File: config.mk
export PLATFORM = sky130hd
export DESIGN_NAME = router_ctrl_fsm
export DESIGN_NICKNAME = d
export VERILOG_FILES = /design/src/rtl/router_pkg.sv /design/src/rtl/router_rd_timeout.sv /design/src/rtl/router_ctrl_fsm.sv
export SDC_FILE = /design/constraint.sdc
export NUM_CORES = 1
export LEC_CHECK = 0
export CORE_MARGIN = 3
export CORE_UTILIZATION = 50
export DETAILED_ROUTE_END_ITERATION = 7
export MAX_ROUTING_LAYER = met4
export PLACE_DENSITY = 0.81
export SYNTH_ARGS = -nofsm -noshare
export SYNTH_HDL_FRONTEND = slang
export SYNTH_HIERARCHICAL = 1
export SYNTH_SLANG_ARGS = --single-unit
File: constraint.sdc
create_clock -name clock -period 4.6 [get_ports clock]
set_input_delay 0.69 -clock clock [delete_from_list [all_inputs] [get_ports clock]]
set_output_delay 0.69 -clock clock [all_outputs]
set_load 0.02 [all_outputs]
File: src/rtl/router_pkg.sv
// Shared types and constants for the 1xN router packet controller.
package router_pkg;

    // Header address field width and the reserved (never routable) code.
    localparam int ADDR_W = 2;
    localparam logic [ADDR_W-1:0] ADDR_INVALID = 2'b11;

    // Default read-timeout, in consecutive unread cycles, and the timer width it needs.
    localparam int TIMEOUT_DEFAULT = 30;
    localparam int CNT_W = $clog2(TIMEOUT_DEFAULT + 1);

    // Packet sequencing phases.
    typedef enum logic [2:0] {
        DECODE_ADDRESS     = 3'd0,
        LOAD_FIRST_DATA    = 3'd1,
        LOAD_DATA          = 3'd2,
        LOAD_PARITY        = 3'd3,
        FIFO_FULL_STATE    = 3'd4,
        LOAD_AFTER_FULL    = 3'd5,
        WAIT_TILL_EMPTY    = 3'd6,
        CHECK_PARITY_ERROR = 3'd7
    } state_e;

    // A header address is routable when it is not the reserved code and
    // names an output port that actually exists.
    function automatic logic addr_is_valid(input logic [ADDR_W-1:0] addr,
                                           input int num_ports);
        return (addr != ADDR_INVALID) && (int'(addr) < num_ports);
    endfunction

endpackage

File: src/rtl/router_rd_timeout.sv
// Per-port read-timeout timer. Counts consecutive cycles in which the port
// holds data that the downstream reader does not take, and emits a single
// registered flush pulse once the reader has been silent for TIMEOUT cycles.
module router_rd_timeout
    import router_pkg::*;
#(
    parameter int TIMEOUT = TIMEOUT_DEFAULT
) (
    input  logic clock,
    input  logic resetn,
    input  logic valid_out,
    input  logic read_enb,
    output logic soft_reset
);

    // Width is derived locally so an overridden TIMEOUT still fits.
    localparam int TMR_W = $clog2(TIMEOUT + 1);
    localparam logic [TMR_W-1:0] LAST = TMR_W'(TIMEOUT - 1);

    logic [TMR_W-1:0] cnt;
    logic             unread;
    logic             expire;

    // Data is waiting and nobody is reading it this cycle.
    assign unread = valid_out && !read_enb;
    // Last counted cycle reached and the reader is still absent.
    assign expire = unread && (cnt == LAST);

    // Count unread cycles; restart on any read, on empty, or after firing.
    always_ff @(posedge clock or negedge resetn) begin
        if (!resetn) begin
            cnt        <= '0;
            soft_reset <= 1'b0;
        end else begin
            soft_reset <= expire;
            if (!unread || expire) begin
                cnt <= '0;
            end else if (cnt != LAST) begin
                // Saturating increment: the counter never wraps.
                cnt <= cnt + TMR_W'(1);
            end
        end
    end

endmodule

File: src/rtl/router_ctrl_fsm.sv
// Packet-level controller for the 1xN router. Decodes the header address,
// sequences the byte register and output FIFOs through header, payload,
// parity and FIFO-full phases, drives source-side busy, and hosts one
// read-timeout timer per output port that flushes abandoned FIFOs.
module router_ctrl_fsm
    import router_pkg::*;
#(
    parameter int NUM_PORTS = 3,
    parameter int TIMEOUT   = TIMEOUT_DEFAULT
) (
    input  logic                 clock,
    input  logic                 resetn,
    input  logic                 pkt_valid,
    input  logic [1:0]           data_in,
    input  logic                 parity_done,
    input  logic                 low_pkt_valid,
    input  logic [NUM_PORTS-1:0] fifo_full,
    input  logic [NUM_PORTS-1:0] fifo_empty,
    input  logic [NUM_PORTS-1:0] valid_out,
    input  logic [NUM_PORTS-1:0] read_enb,
    output logic                 busy,
    output logic                 detect_add,
    output logic                 lfd_state,
    output logic                 ld_state,
    output logic                 laf_state,
    output logic                 full_state,
    output logic                 rst_int_reg,
    output logic [NUM_PORTS-1:0] write_enb,
    output logic [NUM_PORTS-1:0] soft_reset
);

    state_e            state;
    state_e            state_nxt;
    logic [ADDR_W-1:0] addr_q;
    logic [ADDR_W-1:0] addr_nxt;
    logic              we_int;

    // One independent read-timeout timer per output port.
    for (genvar p = 0; p < NUM_PORTS; p++) begin : g_tmr
        router_rd_timeout #(
            .TIMEOUT (TIMEOUT)
        ) u_tmr (
            .clock      (clock),
            .resetn     (resetn),
            .valid_out  (valid_out[p]),
            .read_enb   (read_enb[p]),
            .soft_reset (soft_reset[p])
        );
    end

    // State and latched destination register.
    always_ff @(posedge clock or negedge resetn) begin
        if (!resetn) begin
            state  <= DECODE_ADDRESS;
            addr_q <= '0;
        end else begin
            state  <= state_nxt;
            addr_q <= addr_nxt;
        end
    end

    // Next-state logic; a flush of the active destination abandons the packet.
    always_comb begin
        state_nxt = state;
        addr_nxt  = addr_q;
        case (state)
            DECODE_ADDRESS: begin
                // Packets to unroutable addresses are simply never accepted.
                if (pkt_valid && addr_is_valid(data_in, NUM_PORTS)) begin
                    addr_nxt  = data_in;
                    state_nxt = fifo_empty[data_in] ? LOAD_FIRST_DATA : WAIT_TILL_EMPTY;
                end
            end
            WAIT_TILL_EMPTY: begin
                if (fifo_empty[addr_q]) begin
                    state_nxt = LOAD_FIRST_DATA;
                end
            end
            LOAD_FIRST_DATA: begin
                state_nxt = LOAD_DATA;
            end
            LOAD_DATA: begin
                if (fifo_full[addr_q]) begin
                    state_nxt = FIFO_FULL_STATE;
                end else if (!pkt_valid) begin
                    state_nxt = LOAD_PARITY;
                end
            end
            FIFO_FULL_STATE: begin
                if (!fifo_full[addr_q]) begin
                    state_nxt = LOAD_AFTER_FULL;
                end
            end
            LOAD_AFTER_FULL: begin
                if (parity_done) begin
                    state_nxt = DECODE_ADDRESS;
                end else if (low_pkt_valid) begin
                    state_nxt = LOAD_PARITY;
                end else begin
                    state_nxt = LOAD_DATA;
                end
            end
            LOAD_PARITY: begin
                state_nxt = CHECK_PARITY_ERROR;
            end
            CHECK_PARITY_ERROR: begin
                state_nxt = fifo_full[addr_q] ? FIFO_FULL_STATE : DECODE_ADDRESS;
            end
            default: begin
                state_nxt = DECODE_ADDRESS;
            end
        endcase

        // Flushed destination FIFO: drop whatever packet was in flight.
        if ((state != DECODE_ADDRESS) && soft_reset[addr_q]) begin
            state_nxt = DECODE_ADDRESS;
        end
    end

    // Moore output decode from the registered state and destination.
    always_comb begin
        busy        = 1'b0;
        detect_add  = 1'b0;
        lfd_state   = 1'b0;
        ld_state    = 1'b0;
        laf_state   = 1'b0;
        full_state  = 1'b0;
        rst_int_reg = 1'b0;
        we_int      = 1'b0;
        write_enb   = '0;
        case (state)
            DECODE_ADDRESS:     detect_add = 1'b1;
            WAIT_TILL_EMPTY:    busy = 1'b1;
            LOAD_FIRST_DATA: begin
                lfd_state = 1'b1;
                busy      = 1'b1;
            end
            LOAD_DATA: begin
                ld_state = 1'b1;
                we_int   = 1'b1;
            end
            FIFO_FULL_STATE: begin
                full_state = 1'b1;
                busy       = 1'b1;
            end
            LOAD_AFTER_FULL: begin
                laf_state = 1'b1;
                busy      = 1'b1;
                we_int    = 1'b1;
            end
            LOAD_PARITY: begin
                busy   = 1'b1;
                we_int = 1'b1;
            end
            CHECK_PARITY_ERROR: begin
                rst_int_reg = 1'b1;
                busy        = 1'b1;
            end
            default: detect_add = 1'b1;
        endcase
        for (int i = 0; i < NUM_PORTS; i++) begin
            write_enb[i] = we_int && (addr_q == ADDR_W'(i));
        end
    end

endmodule

==> results.txt <==
Initial DRT Pass Iterations: 6
Post-Syn Nets: 156
Vias after detailed routing: 1048
Critical Path AT: 2.15 ns
Ys async rst share: 100.0%
CP endpoint kind: output pin
Latest clock arrival within the worst-skew pair: 0.30 ns
Fin util: 70.37%
Antenna violations before repair: 0
Final layout net count: 188
Share of layout cells above drive strength 1: 8.025%
Critical Path Max Stage Delay: 0.64 ns
Global-route wire length before repair: 4567 um
CTS Sinks: 23
Die width: 56.84 um
Num ports: 32
Number of setup buffers added after CTS: 0
RSZ-0062 raised after global routing: false
Initial Utilization: 55.24%
Post-synth EDFFs: 0
CP startpoint kind: register
CTS Hold Bufs: 0
Largest net degree at the start of global routing: 24
Syn_area_per_cell: 9.866 um^2
Crit path top cell by count: nor2_1
Outcome: complete, no violations
Final Hold Vio Count: 0
Layout overhead on the synthesized area: 27.40%
Worst-path cell chain: nand2b_1 > nor2_1 > nor2_1 > nor3b_1 > clkdlybuf4s50_1
Pre-CTS setup slack: 2.126 ns
Congestion Overflow GR: 0
Synth Flop Type: dfrtp_1
Ys Warns: 6
DRT iter0 DRCs: 22
CTS root buffer: clkbuf_4
GRT Util Overall: 18.11%
Multi-input logic area: 674.4 um^2
Critical path data required time: 3.91 ns
Measured slew at the worst slew-check pin: 1.027 ns
Die Height: 56.84 um
Gate Count Post-Synth: 131
Setup ws final: 1.761 ns
Die Area: 0.003231 mm^2
Remaining DRCs: 0
Routed length per placed instance: 13.83 um
Crit share post-route: 61.73%
Hold Path Class: reg -> reg
CP max FO: 13
IO Port Bufs: 31
R2R Setup Slk: 2.82 ns
WHS: 0.5056 ns
DP HPWL: 2058 um
FF/Latch Area: 575.6 um^2
Slowest stage cell, crit path: clkdlybuf4s50_1
H-tree levels: 1
Relative slew slack: 31.35%
Leak: 0.0007033 uW
Post-synth top cells: dfrtp_1, nor2_1, ha_1, nand3_1, xor2_1
Core area: 0.002340 mm^2
Clock Skew: 0.005233 ns
Crit path time final: 2.839 ns
Vias per cell: 5.516
Clk buf depth: 2
WS Path Type: reg -> out
CTS tree: yes
Max Fclk: 0.3522 GHz
Fillers: 200
Fin. max-slew vios: 0
Post-synthesis register bit count: 23
Setup_tns: 0 ns
N_diodes: 0
Synth area leaders: dfrtp_1, nor2_1, ha_1
Synth top area share: 44.53%
Mapped cell area: 0.001292 mm^2
Synth area leader: dfrtp_1
CTS Buf Count: 3
Row count: 17
Max VDD drop: 0.2884 mV
RD Place Congestion: 0.8075
Post-cts sizing count: 0
Vias in the first global route: 1058
Setup Viol. Count Final: 0
Clk pin slew, worst setup/hold paths: 0.13 ns
Total of max-cap violations: 0
Antenna-violating nets left: 0
Power Dens Cells: 456.1 mW/mm^2
Sequential area share after synthesis: 44.53%
Detailed Route WL: 2627 um
Cell variety after synth: 42
layout by cell type (no fill, tap or decap), types with 3 or more instances in the layout:
master and count:
clkdlybuf4s50_1 31, nor2_1 23, dfrtp_1 23, nand3_1 6, xor2_1 6, ha_1 6, nor3b_1 5, mux2i_1 5
nand2_1 5, inv_1 4, nand3b_1 4, nor2b_1 3, a21oi_1 3, clkbuf_4 3, nand4_1 3, xnor2_1 3
power by group:
| group | switching, uW | internal [uW] | leakage [uW] |
|---|---|---|---|
| Sequential | 59.2 | 228 | 0.000308 |
| Clock | 58.6 | 32.4 | 0.0000177 |
| Combinational | 182 | 191 | 0.000377 |
worst paths after layout:
path,cells past startpoint,endpoint,startpoint
min in group asynchronous,1,g_tmr[1].u_tmr/cnt[1],resetn
worst min-delay path,1,g_tmr[1].u_tmr/cnt[0],g_tmr[1].u_tmr/cnt[0]
worst max-delay path,5,write_enb[2],state[1]
worst max register to register,5,state[1],addr_q[1]
max in group asynchronous,1,g_tmr[0].u_tmr/soft_reset,resetn
worst min register to register,1,g_tmr[1].u_tmr/cnt[0],g_tmr[1].u_tmr/cnt[0]
area by class of cell:
cell class	count	share of cell area, %
Clock inverter	1	0.3040
Multi-Input combinational cell	98	40.96
Timing Repair Buffer	31	18.84
Tap cell	28	2.128
Inverter	6	1.444
Sequential cell	23	34.95
Clock buffer	3	1.368
metrics by stage:
stage	power (uW)	cell area, um^2	instances
floorplan	535.6	1292	131
global placement	648.7	1619	186
detailed placement	661.4	1619	186
global route	807.4	1647	190
finish	750.9	1647	190
CTS	755.2	1647	190
critical path: cells and delay by family, from the launching register on:
family                 cells  cell delay, ns
DFF                        1            0.53
and+or+nand+nor            4            0.68
buffers and inverters      1            0.64
state kept, by name (all words and copies together), names as in the netlist:
name,flops
addr_q,2
g_tmr.u_tmr/soft_reset,3
state,3
g_tmr.u_tmr/cnt,15
routing by layer:
layer  GRT usage, %  vias to the layer above  part of all wire (%)
met5              -                        -                     0
met1          22.05                      504                    44
li1               -                      511                     -
met3          4.368                        2                   6.7
met4          4.305                        0                  0.49
met2          30.36                       31                    49
cells by family (layout without fill, tap and decap cells):
kind of cell	Yosys count	count (layout)	synth area share (%)
muxes	6	6	5.034
buffers and inverters	10	41	3.290
xor gates and xnor gates	9	9	6.099
DFF	23	23	44.53
AOI/OAI and AO/OA	18	18	10.94
and+or+nand+nor	58	58	23.53
adders and majority gates	7	7	6.583
No activity file was read; power rests on OpenSTA's default activity.
